<file path="src/rtl/gray_sequence_decoder.sv">
// Gray-code sequence decoder: decodes each qualified Gray sample to binary and
// classifies the transition as up-step, down-step, hold or illegal, with
// position and saturating error counters.
module gray_sequence_decoder #(
  parameter int W     = 2,
  parameter int POS_W = 16,
  parameter int ERR_W = 8
) (
  input  logic             clk,
  input  logic             rst,
  input  logic [W-1:0]     g_in,
  input  logic             g_valid,
  input  logic             clr,
  output logic [W-1:0]     bin_out,
  output logic             step_up,
  output logic             step_dn,
  output logic             step_err,
  output logic             dir,
  output logic [POS_W-1:0] pos,
  output logic [ERR_W-1:0] err_cnt,
  output logic             locked
);

  typedef enum logic [1:0] {
    IDLE  = 2'd0,
    TRACK = 2'd1,
    FAULT = 2'd2
  } state_t;

  localparam logic [W-1:0] DELTA_HOLD = '0;
  localparam logic [W-1:0] DELTA_UP   = W'(1);
  localparam logic [W-1:0] DELTA_DN   = '1;

  state_t     state;
  logic [W-1:0] bin_dec;
  logic [W-1:0] delta;
  logic         err_full;

  // Each binary bit is the XOR of all Gray bits at or above it; computed per
  // bit so there is no combinational chain through bin_dec itself.
  generate
    for (genvar gi = 0; gi < W; gi++) begin : g_decode
      assign bin_dec[gi] = ^g_in[W-1:gi];
    end
  endgenerate

  assign delta    = bin_dec - bin_out;
  assign err_full = &err_cnt;

  always_ff @(posedge clk or negedge rst) begin
    if (!rst) begin
      state    <= IDLE;
      bin_out  <= '0;
      step_up  <= 1'b0;
      step_dn  <= 1'b0;
      step_err <= 1'b0;
      dir      <= 1'b1;
      pos      <= '0;
      err_cnt  <= '0;
      locked   <= 1'b0;
    end else begin
      step_up  <= 1'b0;
      step_dn  <= 1'b0;
      step_err <= 1'b0;
      if (clr) begin
        // A sample arriving together with clr is discarded.
        pos     <= '0;
        err_cnt <= '0;
        state   <= IDLE;
        locked  <= 1'b0;
      end else if (g_valid) begin
        case (state)
          IDLE, FAULT: begin
            bin_out <= bin_dec;
            state   <= TRACK;
            locked  <= 1'b1;
          end
          TRACK: begin
            if (delta == DELTA_HOLD) begin
              bin_out <= bin_dec;
            end else if (delta == DELTA_UP) begin
              bin_out <= bin_dec;
              step_up <= 1'b1;
              pos     <= pos + POS_W'(1);
              dir     <= 1'b1;
            end else if (delta == DELTA_DN) begin
              bin_out <= bin_dec;
              step_dn <= 1'b1;
              pos     <= pos - POS_W'(1);
              dir     <= 1'b0;
            end else begin
              // Illegal jump: keep the last good position, wait for relock.
              step_err <= 1'b1;
              if (!err_full) begin
                err_cnt <= err_cnt + ERR_W'(1);
              end
              state  <= FAULT;
              locked <= 1'b0;
            end
          end
          default: begin
            state  <= IDLE;
            locked <= 1'b0;
          end
        endcase
      end
    end
  end

endmodule

</file>
<file path="config.mk">
export PLATFORM = sky130hd
export DESIGN_NAME = gray_sequence_decoder
export DESIGN_NICKNAME = d
export VERILOG_FILES = /design/src/rtl/gray_sequence_decoder.sv
export SDC_FILE = /design/constraint.sdc
export NUM_CORES = 1
export LEC_CHECK = 0
export CORE_MARGIN = 2
export CORE_UTILIZATION = 38
export CTS_BUF_LIST = sky130_fd_sc_hd__clkbuf_4 sky130_fd_sc_hd__clkbuf_8
export CTS_CLUSTER_SIZE = 30
export DETAILED_ROUTE_END_ITERATION = 16
export DONT_BUFFER_PORTS = 1
export HOLD_SLACK_MARGIN = 0.12
export SLEW_MARGIN = 20
export SYNTH_ARGS = -nofsm -noshare
export SYNTH_HDL_FRONTEND = slang
export SYNTH_SLANG_ARGS = --single-unit
</file>
<file path="constraint.sdc">
create_clock -name clk -period 5.7 [get_ports clk]
set_input_delay 0.285 -clock clk [delete_from_list [all_inputs] [get_ports clk]]
set_output_delay 0.285 -clock clk [all_outputs]
set_load 0.02 [all_outputs]
</file>
; ---- Word-level counts from Yosys, hierarchy flattened
; Index checks and enable logic that the tools add are counted.
[word_totals]
inputBits = 6
mem_bits_ro = 0
memories = 0
output_inout_bits = 31
elab_cells = 90
reg_bits = 33
mem_bits_rw = 0
latch_bits = 0
[op_classes]
n_addsub = 4
n_eq_ne = 12
div_mod_pow = 0
bitwise_logic = 2
multipliers = 0
reduce_logical = 15
magnitude_cmp = 0
n_mux = 48
shift = 0
[ops]
columns = operator, n
row1 = $mux 16, 6
row2 = $mux 8, 7
row3 = $mux 1, 24
row4 = $add 16x1->16 const B, 1
row5 = $mux 2, 8
row6 = $sub 16x1->16 const B, 1
row7 = $reduce_and 4->1, 3
row8 = $ne 3x3->1 const B, 3
row9 = $add 8x1->8 const B, 1
row10 = $ne 2x2->1 const B, 4
row11 = $pmux 2 s2, 2
row12 = $reduce_and 8->1, 1
row13 = $reduce_bool 2->1, 4
row14 = $reduce_and 6->1, 1
row15 = $reduce_and 5->1, 1
row16 = $eq 2x1->1 const B, 2
row17 = $eq 2x2->1 const B, 2
row18 = $logic_not 2->1, 2
row19 = $ne 4x4->1 const B, 1
row20 = $reduce_bool 3->1, 1
row21 = $not 1->1, 2
row22 = $pmux 1 s2, 1
row23 = $reduce_or 2->1, 1
row24 = $reduce_xor 2->1, 1
row25 = $sub 2x2->2, 1

; ---- Longest topological paths before layout
; Gate-level depths: netlist (run 1).
[logic_depth]
ltp_word = 9
depth_mapped = 12
depth_no_buf = 11

; ---- Least setup slack after synthesis (run 1)
; OpenSTA, ideal clock, no wires.
[synth_timing]
kind = reg2reg
startpoint = register bin_out[0]
endpoint = register pos[12]
setup_ps = 122
slack_ps = 2441
required_time_ps = 5578
path_buffers = 0
synth_period_minus_slack_ps = 3259
arrival_time_ps = 3137
stages_incl_launch_ff = 11
cell_sequence = dfrtp_1 > ha_1 > xor3_2 > nand2b_1 > fa_1 > nand3_1 > a21oi_1 > o211ai_1 > a21boi_0 > or3_1 > a32o_1
[synth_between]
elab_chain_cells = 7
elab_cells_between_ends = 12
classes_between = add/sub (1) / eq/ne (3) / mux (5) / reduce/logical (3)
[synth_lines]
columns = element, line_no
row1 = from (decl), 14  ; output logic [W-1:0] bin_out,
row2 = from (signal assigned), 74  ; bin_out <= bin_dec;
row3 = from (signal assigned), 80  ; bin_out <= bin_dec;
row4 = from (signal assigned), 82  ; bin_out <= bin_dec;
row5 = $sub 2x2->2 *, 47  ; assign delta = bin_dec - bin_out;
row6 = $eq 2x1->1, 81  ; end else if (delta == DELTA_UP) begin
row7 = $mux 16, 81
row8 = $mux 16, 79  ; if (delta == DELTA_HOLD) begin
row9 = $mux 16, 72  ; case (state)
row10 = $mux 16, 71  ; end else if (g_valid) begin
row11 = $mux 16, 65  ; if (clr) begin
row12 = to (signal assigned), 84  ; pos <= pos + POS_W'(1);
row13 = to (signal assigned), 89  ; pos <= pos - POS_W'(1);
row14 = to (decl), 19  ; output logic [POS_W-1:0] pos,
; Mark *: on every way between the ends. The rest lies on a longest branch, timed or not. The select of a mux whose other input is x is not followed.
; A chain may end at the register's enable or synchronous reset.

; ---- Worst setup path in the final report (run 1)
; Same ends and word-level chain as after synthesis.

==> out/qor.yml, run 1 <==
outcome:
  status: "complete, no violations"
logic_synthesis:
  synth_cell_type_count: 37
  yosys_warnings: 0
  synth_area_mm2: 0.002072
  syn_nets: 237
  yosysSeqAreaShare_pct: 38.71
  synthCells: 212
  synthFlopType: "dfrtp_1"
  async_flop_share_pct: 100.0
  syn_area_per_cell_um2: 9.774
  synth_seq_cells: 32
  synth_edf_count: 0
sta:
  setup_violations: 0
  finalMaxSlewViolations: 0
  layout_min_cycle_time_ns: 3.700
  finClkSkew_ns: 0.008929
  setup-tns-final_ns: 0
  fin_ws_ns: 2.000
  rsz0062_at_grt: "no"
  slew_headroom_pct: 46.58
  fin_hold_ws_ns: 0.1445
  fmax_ghz: 0.2703
  worst_slew_pin_slew_ns: 0.8013
  period_share_pct: 64.92
  hold_viol: 0
cells_and_area:
  drive_gt1_share_pct: 8.182
  post_layout_nonfiller_instances: 290
  final_cell_mix: "dfrtp_1, nor2_1, a21oi_1, ha_1, nand2_1"
  n_antenna_cell: 0
  synthToLayoutAreaGrowth_pct: 11.96
  design_area_mm2: 0.002320
  nets: 244
  final_common_cell: "dfrtp_1"
global_routing:
  grt_pass1_wl_um: 7596
  grt_pass1_vias: 1578
  grtUsageTotal_pct: 15.68
  grt_antenna_before_repair: 0
  grt_max_degree: 33
  grt_overflow: 0
setup_path:
  crit_type: "register to register"
  path_buf_inv: 0
  max_stage_delay_ns: 0.61
  cp-start-kind: "register"
  cp_cell_sequence: "ha_1 -> xor3_2 -> nand2b_1 -> fa_1 -> nand3_1 -> a21oi_1 -> o211ai_1 -> a21boi_0 -> or3_1 -> a32o_1"
  worstPathMaxFanout: 18
  worstPathArrival_ns: 3.87
  worst_path_dominant_cell_family: "simple AND/OR/NAND/NOR gates"
  critical-path-slowest-cell: "fa_1"
  critical_path_required_ns: 5.87
  endpoint_kind: "register"
power_and_ir_drop:
  pwr-share-comb_pct: 46.1
  powerDensity_mw_per_mm2: 419.1
  sw_frac_of_total_pct: 41.00
  power_frac_clock_pct: 22.5
  p_sw_uw: 398.6
  ir_drop_v: 0.0001296
  p_leak_uw: 0.001076
  p_int_uw: 573.7
  seq_power_share_pct: 31.4
clock_network:
  clock_path_buffers: 2
  hold_buffers: 4
  clk_pin_slew_ns: 0.07
  clock_latency_ns: 0.29
  cts-root-buf: "clkbuf_8"
  htree_levels: 2
  cts-buffers-inserted: 5
  cts_tree: "done"
  cts_num_sinks: 32
  cts_resized: 0
  post_cts.repair.setup_buffers: 0
job:
  cap_violations: 0
drt:
  via_per_inst: 5.517
  drt_wl_total_um: 4435
  vias: 1600
  drt_iter0_drc: 78
  ant_nets: 0
  first_pass_iters: 4
  drc: 0
  wl_per_cell_um: 15.29
die:
  fp.dieH_um: 77.84
  core_mm2: 0.005172
  ios: 37
  start_util_pct: 40.06
  rows: 26
  die_area_mm2: 0.006059
  fp.dieW_um: 77.84
placement:
  routabilityCongestion: 0.8034
  hpwl_um: 3099
  postPlaceCellArea_mm2: 0.002156
  place_worst_setup_slack_ns: 2.006
  dp_cells: 278
  port_buffers: 0
min_path:
  hp-class: "input port to register"
cells by family after synthesis:
group           count (synthesis)  share of synthesized area [%]
buf+inv                        10                          1.811
flops                          32                          38.71
mux                             3                          1.570
fa+ha+maj                      19                          11.84
compound gates                 63                          21.80
xor+xnor                       22                          10.08
simple gates                   63                          14.19
final timing paths:
path	from	cells after the start	slack [ns]	to
max	bin_out[0]$_DFFE_PN0P_	10	2.00	pos[12]$_DFFE_PN0P_
min	g_in[1]	1	0.14	bin_out[1]$_DFFE_PN0P_
max reg2reg	bin_out[0]$_DFFE_PN0P_	10	2.00	pos[12]$_DFFE_PN0P_
min reg2reg	state[1]$_DFFE_PN0P_	2	0.55	state[1]$_DFFE_PN0P_
max in group asynchronous	rst	2	5.01	dir$_DFFE_PN1P_
min in group asynchronous	rst	2	0.44	pos[8]$_DFFE_PN0P_
registers in the layout, indices dropped and copies added, names as in the netlist:
name / cells
bin_out: 2
pos: 16
step_up: 1
step_err: 1
dir: 1
state: 2
err_cnt: 8
step_dn: 1
cell type report:
class | count | area [um2]
fill | 485 | 2853
multi-input combinational | 170 | 1246
sequential | 32 | 802.0
tap | 70 | 87.58
clock buffer | 5 | 68.82
timing repair buffer | 4 | 50.05
clock inverter | 3 | 42.54
inverter | 6 | 22.52
synthesized netlist by cell type (3+ instances only):
master,count,area [um2]
xor2_1,10,87.58
nand2b_1,4,25.02
a21oi_1,18,90.09
inv_1,6,22.52
nor2_1,21,78.83
ha_1,18,225.2
a22o_1,14,122.6
and3_1,3,18.77
o21bai_1,3,22.52
dfrtp_1,31,775.7
o211ai_1,4,30.03
a31oi_1,3,18.77
xnor2_1,11,96.34
clkbuf_1,4,15.01
o21ai_0,10,50.05
a21o_1,3,22.52
nand2_1,16,60.06
nand3_1,9,45.04
through the flow:
| step | utilization [%] | power, uW |
|---|---|---|
| 2_1_floorplan | - | 667.7 |
| 3_3_place_gp | 41.56 | 742.2 |
| 3_5_place_dp | 41.68 | 747.4 |
| 4_1_cts | 44.80 | 983.4 |
| 5_1_grt | 44.85 | 1052 |
| 6_report | 44.85 | 972.3 |
power groups by stage:
stage | registers, uW | clock network [uW] | logic [uW]
floorplan | 304 | 0 | 364
global placement | 310 | 0 | 432
detailed placement | 311 | 0 | 436
CTS | 307 | 228 | 448
global route | 310 | 235 | 506
finish | 306 | 218 | 448
layer usage:
metal  GRT usage (%)  vias to the layer above  wire (um)
met5               0                        -          0
met2           23.97                       28       2014
met1           20.81                      772       2125
met3           5.116                        8        222
met4           5.357                        0         72
li1                -                      792          -
Note: power is estimated with default switching activity, not from simulation.
==> run 2: changes to the inputs <==
==> constraint.sdc (replaced) <==
create_clock -name clk -period 3.3 [get_ports clk]
set_input_delay 0.165 -clock clk [delete_from_list [all_inputs] [get_ports clk]]
set_output_delay 0.165 -clock clk [all_outputs]
set_load 0.02 [all_outputs]
==> run 2 against run 1 <==
Sequential power is 71% higher. Non-clock buffer count is 8 higher. Via count up 0.56%. Die area is the same. Critical endpoint unchanged. Final area up 2.4%. Clock power is 78% higher. Hold slack worse by 0.011 ns. Utilization grew 1.1 points.
==> out/qor.yml, run 2 (synthesis results as in run 1) <==
min_path:
  holdPathStages: 2
  hp-class: "input port to register"
  hp-start: "g_valid"
  hold_path_end: "step_up$_DFF_PN0_"
clock_network:
  cts_tree: "done"
  clk_pin_slew_ns: 0.07
  clock_latency_ns: 0.29
  cts_resized: 0
  cts-root-buf: "clkbuf_8"
  cts_num_sinks: 32
  cts-buffers-inserted: 5
  clock_path_buffers: 2
  htree_levels: 2
sta:
  finalMaxSlewViolations: 0
  layout_min_cycle_time_ns: 3.070
  slew_headroom_pct: 71.42
  worst_slew_pin_slew_ns: 0.4242
  setup_violations: 0
  hold_viol: 0
  finClkSkew_ns: 0.002151
  fmax_ghz: 0.3258
  rsz0062_at_grt: "no"
  setup-tns-final_ns: 0
  period_share_pct: 93.02
power_and_ir_drop:
  p_leak_uw: 0.001114
  powerDensity_mw_per_mm2: 721.4
  ir_drop_v: 0.0002393
global_routing:
  grt_antenna_before_repair: 0
  grt_pass1_vias: 1605
  met1_usage_pct: 21.13
  grt_max_degree: 33
  grt_busiest_layer: "met2"
  use_met2_pct: 24.31
  grt_pass1_wl_um: 7714
  use_met3_pct: 5.698
  grtUsageTotal_pct: 16.09
  grt_overflow: 0
drt:
  ant_nets: 0
  via_per_inst: 5.399
  vias: 1609
  first_pass_iters: 5
  drt_wl_total_um: 4400
  drc: 0
  wl_per_cell_um: 14.77
  drt_iter0_drc: 103
placement:
  port_buffers: 0
  dp_cells: 284
  routabilityCongestion: 0.8073
  hpwl_um: 3127
die:
  die_area_mm2: 0.006059
  rows: 26
  fp.dieH_um: 77.84
  fp.dieW_um: 77.84
  core_mm2: 0.005172
  start_util_pct: 40.06
  ios: 37
cells_and_area:
  n_antenna_cell: 0
  synthToLayoutAreaGrowth_pct: 14.67
  final_common_cell: "dfrtp_1"
  max_flop_register: "pos"
  top_regs: "pos x16, err_cnt x8"
  post_layout_nonfiller_instances: 298
  largest_register_ffs: 16
  final_cell_mix: "dfrtp_1, nor2_1, a21oi_1, ha_1, nand2_1"
  nets: 252
  drive_gt1_share_pct: 10.09
setup_path:
  critical_path_required_ns: 3.48
  endpoint_kind: "register"
  cp-start-kind: "register"
  r2r-end: "pos[12]$_DFFE_PN0P_"
  worstPathMaxFanout: 18
  ff2ff_path_depth: 11
  crit_type: "register to register"
  worstPathArrival_ns: 3.25
  startpoint: "bin_out[0]$_DFFE_PN0P_"
  ff2ff_setup_slack_ns: 0.23
  r2r_start: "bin_out[0]$_DFFE_PN0P_"
job:
  cap_violations: 0
outcome:
  status: "complete, no violations"
run 2: cell types whose count changed in the layout (fill, tap and decap cells not counted), sizes merged:
| cell | change |
|---|---|
| buf | +6 |
| clkbuf | +1 |
| clkinvlp | -1 |
| dlygate4sd3 | +2 |
run 2: critical path, cell delays in order, from the launching register on:
cell      delay [ns]
dfrtp_1         0.39
ha_1            0.20
xor3_2          0.42
nand2b_1        0.16
buf_4           0.21
fa_1            0.42
nand3_1         0.13
a21oi_1         0.09
o211ai_1        0.25
a21boi_0        0.14
or3_1           0.32
a32o_1          0.24
run 2: per-stage QoR:
stage | utilization [%] | power [uW] | hold WS (ns) | instance area [um2] | worst slack [ns]
after floorplan | - | 1153 | -0.1306 | 2072 | 0.04121
after global placement | 42.43 | 1310 | -0.1297 | 2195 | 0.2753
after detailed placement | 42.43 | 1315 | -0.1299 | 2195 | 0.2167
after CTS | 45.94 | 1731 | 0.1223 | 2376 | 0.2241
after global routing | 45.94 | 1865 | 0.1429 | 2376 | 0.005781
final | 45.94 | 1714 | 0.1330 | 2376 | 0.2304
run 2: repair_timing:
item,4_1_cts,5_1_grt
hold endpoints to repair,46,0
setup buffers,0,0
hold buffers,6,0
setup endpoints to repair,0,0
run 2: layout make-up:
class	count	area [um2]
Sequential cell	32	802.0
Clock inverter	2	35.03
Fill cell	506	2796
Timing Repair Buffer	12	115.1
Tap cell	70	87.58
Multi-Input combinational cell	170	1237
Clock buffer	6	76.32
Inverter	6	22.52
run 2: worst max-delay path by stage:
stage	end	slack (ns)
floorplan	pos[12]$_DFFE_PN0P_	0.04
global placement	pos[12]$_DFFE_PN0P_	0.28
detailed placement	pos[12]$_DFFE_PN0P_	0.22
CTS	pos[12]$_DFFE_PN0P_	0.22
global route	pos[12]$_DFFE_PN0P_	0.006
finish	pos[12]$_DFFE_PN0P_	0.23
run 2: metal layers:
metal	wire, um	share of wire, %	vias to the layer above
met5	0	0	-
met4	65	1.5	0
met3	247	5.6	6
met2	2048	47	26
met1	2039	46	778
li1	-	-	799
run 2: where the power goes:
| part | internal, uW | switching [uW] | total (uW) |
|---|---|---|---|
| logic | 358 | 445 | 803 |
| registers | 437 | 87.7 | 524 |
| clock network | 232 | 155 | 387 |
| total | 1030 | 687 | 1710 |
